File: src/rtl/mux41_rr_arbiter.sv
// Round-robin arbiter that owns the select of a shared 4:1 mux path.
// One requester holds the path until it signals done, drops its request,
// or hits the hold timeout. Handover to the next requester costs no idle
// cycle, and the selected lane is registered onto y.
module mux41_rr_arbiter #(
  parameter int unsigned W        = 1,
  parameter int unsigned MAX_HOLD = 8
) (
  input  logic           clk,
  input  logic           rst_n,
  input  logic [3:0]     req,
  input  logic           done,
  input  logic [4*W-1:0] i,
  output logic [3:0]     gnt,
  output logic [1:0]     s,
  output logic           busy,
  output logic [W-1:0]   y
);

  typedef enum logic {
    IDLE  = 1'b0,
    GRANT = 1'b1
  } state_t;

  // A MAX_HOLD of 0 wraps HOLD_LAST to 8'hFF, but TIMEOUT_EN masks it off.
  localparam bit         TIMEOUT_EN = (MAX_HOLD != 0);
  localparam logic [7:0] HOLD_LAST  = 8'(MAX_HOLD - 1);

  state_t       state_q, state_d;
  logic [3:0]   gnt_q, gnt_d;
  logic [1:0]   s_q, s_d;
  logic [1:0]   ptr_q, ptr_d;
  logic [7:0]   cnt_q, cnt_d;
  logic [W-1:0] y_q, y_d;

  logic         rel;
  logic [1:0]   search_base;
  logic         found;
  logic [1:0]   win;
  logic [W-1:0] lane_sel;

  // Lane currently addressed by the select; y lags s by one cycle.
  always_comb begin
    lane_sel = '0;
    for (int unsigned k = 0; k < 4; k++) begin
      if (s_q == 2'(k)) lane_sel = i[k*W +: W];
    end
  end

  // Release detection and round-robin search. On release the search starts
  // just past the releasing owner, so it is considered last.
  always_comb begin
    rel = (state_q == GRANT) &&
          (done || !req[s_q] || (TIMEOUT_EN && (cnt_q == HOLD_LAST)));
    search_base = rel ? (s_q + 2'd1) : ptr_q;
    found = 1'b0;
    win   = '0;
    for (int unsigned off = 0; off < 4; off++) begin
      if (!found && req[search_base + 2'(off)]) begin
        found = 1'b1;
        win   = search_base + 2'(off);
      end
    end
  end

  // Next-state, grant, pointer, hold counter and registered lane.
  always_comb begin
    state_d = state_q;
    gnt_d   = gnt_q;
    s_d     = s_q;
    ptr_d   = ptr_q;
    cnt_d   = cnt_q;
    case (state_q)
      IDLE: begin
        if (found) begin
          state_d = GRANT;
          gnt_d   = 4'(1) << win;
          s_d     = win;
          cnt_d   = '0;
        end
      end
      GRANT: begin
        if (rel) begin
          ptr_d = s_q + 2'd1;
          cnt_d = '0;
          if (found) begin
            gnt_d = 4'(1) << win;
            s_d   = win;
          end else begin
            state_d = IDLE;
            gnt_d   = '0;
          end
        end else if (cnt_q != 8'hFF) begin
          cnt_d = cnt_q + 8'd1;
        end
      end
      default: begin
        state_d = IDLE;
        gnt_d   = '0;
      end
    endcase
    y_d = (state_d == GRANT) ? lane_sel : '0;
  end

  // State register with asynchronous active-low reset.
  always_ff @(posedge clk or negedge rst_n) begin
    if (!rst_n) begin
      state_q <= IDLE;
      gnt_q   <= '0;
      s_q     <= '0;
      ptr_q   <= '0;
      cnt_q   <= '0;
      y_q     <= '0;
    end else begin
      state_q <= state_d;
      gnt_q   <= gnt_d;
      s_q     <= s_d;
      ptr_q   <= ptr_d;
      cnt_q   <= cnt_d;
      y_q     <= y_d;
    end
  end

  assign gnt  = gnt_q;
  assign s    = s_q;
  assign busy = (state_q == GRANT);
  assign y    = y_q;

endmodule
File: config.mk
export PLATFORM = sky130hd
export DESIGN_NAME = mux41_rr_arbiter
export DESIGN_NICKNAME = d
export VERILOG_FILES = /design/src/rtl/mux41_rr_arbiter.sv
export SDC_FILE = /design/constraint.sdc
export NUM_CORES = 1
export LEC_CHECK = 0
export ABC_AREA = 1
export CORE_ASPECT_RATIO = 0.6
export CORE_UTILIZATION = 50
export CTS_CLUSTER_DIAMETER = 30
export DETAILED_ROUTE_END_ITERATION = 8
export DONT_BUFFER_PORTS = 1
export GPL_TIMING_DRIVEN = 0
export PLACE_DENSITY = 0.69
export SKIP_CTS_REPAIR_TIMING = 1
export SLEW_MARGIN = 20
export SYNTH_ARGS = -nofsm -noshare
export SYNTH_HDL_FRONTEND = slang
export SYNTH_SLANG_ARGS = --single-unit
File: constraint.sdc
create_clock -name clk -period 2.35 [get_ports clk]
set_input_delay 0.3525 -clock clk [delete_from_list [all_inputs] [get_ports clk]]
set_output_delay 0.3525 -clock clk [all_outputs]
set_load 0.01 [all_outputs]
==> impl_metrics.csv <==
group,metric,value,unit
global_route,grt_max_degree,19,
cts,cts_buffer_depth,2,
worst_setup_path,worstSetupStartpoint,"cnt_q[1]",
detailed_routing,drt_iter0_drc,115,
floorplan,initial_core_util,54.9,%
min_path,hp-class,"in2reg",
cts,clk_pin_slew,70,ps
worst_setup_path,cp_max_fo,6,
detailed_routing,wirelength,3580,µm
floorplan,core-area,2590,µm²
global_route,grt_usage,23.5,%
detailed_routing,drt_pass1_iterations,6,
placement,gp_congestion,0.853,
final_layout,fillers,228,
logic_synthesis,syn-num-nets,224,
cts,cts_root_buf,"clkbuf_8",
logic_synthesis,synth-edff-count,0,
sta,fin_ws,-100,ps
cts,htree_levels,1,
sta,tightest_slew,816,ps
global_route,grt.overflow.total,0,
worst_setup_path,r2r-start,"cnt_q[1]",
cts,cts_tree,"yes",
global_route,first_global_vias,1173,
outcome,status,"complete, but fails checks",
detailed_routing,antenna_left,0,
logic_synthesis,yosys_register_bits,18,
detailed_routing,drc,0,
worst_setup_path,path_class,"reg2reg",
sta,maxSlewHeadroom,45.4,%
final_layout,layout.nets,245,
logic_synthesis,seq_area_frac_synth,31.7,%
sta,rsz0062_at_grt,"true",
final_layout,syn2layout_area_growth,20.8,%
logic_synthesis,ys_warn_count,0,
worst_setup_path,reg2reg_depth,19,
logic_synthesis,synthFlopType,"dfrtp_1",
logic_synthesis,avgSynthCellArea,6.84,µm²
placement,placed_area,1460,µm²
worst_setup_path,critPathLaunchType,"register",
detailed_routing,detail_route.wl_per_cell,13.8,µm
floorplan,die-area,3070,µm²
pwr,ir_drop,0.660,mV
global_route,grt_pass1_wl,5420,µm
final_layout,finalInstanceArea,1720,µm²
floorplan,pin_count,19,
logic_synthesis,yosys.area.top_type,"dfrtp_1",
global_route,antenna_found_initial,0,
logic_synthesis,syn_area,1420,µm²
final_layout,num_antenna_cells,0,
logic_synthesis,yosysMostFrequentCell,"nand2_1",
sta,max_freq,408,MHz
worst_setup_path,rr_endpoint,"cnt_q[4]",
sta,fin_crit,2450,ps
cts,cts_sinks,18,
detailed_routing,avgViaCountPerCell,5.45,
worst_setup_path,endpoint,"cnt_q[4]",
worst_setup_path,end_kind,"register",
sta,slew_viol_final,0,
pwr,p_per_area,1570,nW/µm²
logic_synthesis,netlist_instances,208,
logic_synthesis,ys_types,26,
cts,cts_buffers,3,
job,maxCapViolCount,0,
worst_setup_path,cp_data_arrival_time,2630,ps
placement,place_ws,-199,ps
logic_synthesis,synth_common_cells,"nand2_1 (71), nand3_1 (32), dfrtp_1 (18)",
worst_setup_path,worst-r2r-setup-slack,-100,ps
sta,hold_viol,0,
outcome,violations,"negative setup slack",
sta,setup_viol,13,
pwr,leakagePower,0.898,nW
cts,clk_latency,250,ps
logic_synthesis,synth_top_area_share,31.7,%
floorplan,rows,14,
detailed_routing,via_count,1416,
pwr,finalPower,2.70,mW
floorplan,die_w,70.9,µm
logic_synthesis,yosys-top-cells-area,"dfrtp_1 (32%), nand2_1 (19%), nand3_1 (11%)",
logic_synthesis,async_flop_share,100,%
floorplan,die_y,43.3,µm
worst_setup_path,cp.required,2530,ps
sta,post-route-period-util,104,%
final_layout,drive_gt1_share,25.9,%
placement,dp_hpwl,2580,µm
placement,numPortBuffers,0,
sta,skew,0.795,ps
[cell usage in the layout (no fill, tap or decap), types with 3 or more instances in the layout]
master,synthesis,routed
buf_4,1,13
nor2_2,2,3
clkbuf_8,0,4
dfrtp_1,18,17
nand4_1,6,6
nand2_1,71,66
ha_1,5,4
nand2_4,5,10
nand3_1,32,30
inv_1,13,13
o21ai_0,7,4
nand2_2,12,12
buf_6,2,4
nor2_1,12,11
o21ai_1,5,8
[metrics by stage]
step	hold WS [ps]	utilization [%]	setup TNS [ps]	instances
2_1_floorplan	56.9	-	0	208
3_3_place_gp	57.2	56.4	-1260	240
3_5_place_dp	57.2	56.4	-1740	240
4_1_cts	-220	58.5	-2200	244
5_1_grt	292	66.3	-2860	260
6_report	270	66.3	-670	260
[power breakdown]
part | switching (mW) | leakage [nW] | internal [mW] | total, mW
clock network | 0.101 | 0.0288 | 0.149 | 0.250
logic | 1.22 | 0.636 | 0.739 | 1.96
registers | 0.0940 | 0.233 | 0.401 | 0.495
[layout make-up]
class                           count  area [µm²]  area share (%)
Buffer                              5        46.3            2.69
Clock buffer                        4        55.1            3.20
Inverter                           16        62.6            3.64
Multi-Input combinational cell    169         933            54.3
Sequential cell                    18         452            26.3
Tap cell                           32        40.0            2.33
Timing Repair Buffer               16         130            7.57
[critical path, stage by stage, from the launching register on]
cell     delay, ps
dfrtp_1        400
ha_2           210
nand3_2         80
nor2_1          50
nor2_2         160
nand2_4        100
nand2_4        100
nand2_4         70
nand2_4         90
nand2_1         80
nand2_1        110
nand2_1         70
nand2_2        150
nand3_4        100
nor2_4         170
nand2_2         80
nand2_4        100
buf_6          130
nand2_1         60
o21ai_1         70
[routing by layer]
layer	global-route usage [%]	up-vias	wire (µm)
li1	-	714	-
met1	38.1	643	1790
met2	31.3	55	1430
met3	7.13	4	327
met4	1.20	0	32
met5	0	-	0
[cells by family after synthesis]
group	synth area share (%)
buffers and inverters	6.95
XOR/XNOR	1.85
AO/OA/AOI/OAI	5.54
adder cells (fa/ha/maj)	4.40
multiplexers	0.704
flip-flops	31.7
AND/OR/NAND/NOR	48.9
[flip-flops by register name, indices dropped and copies added, names as in the netlist]
name / cells
y: 1
cnt_q: 8
gnt: 4
s: 2
ptr_q: 2
busy: 1
[worst min path at each step]
stage | cells past startpoint | slack (ps) | startpoint | endpoint
3_3_place_gp | 0 | 60 | rst_n | cnt_q[1]
2_1_floorplan | 0 | 60 | rst_n | busy
4_1_cts | 0 | -220 | rst_n | cnt_q[1]
3_5_place_dp | 0 | 60 | rst_n | cnt_q[1]
5_1_grt | 2 | 290 | i[3] | y
6_report | 2 | 270 | i[3] | y
No activity file was read; power rests on OpenSTA's default activity.
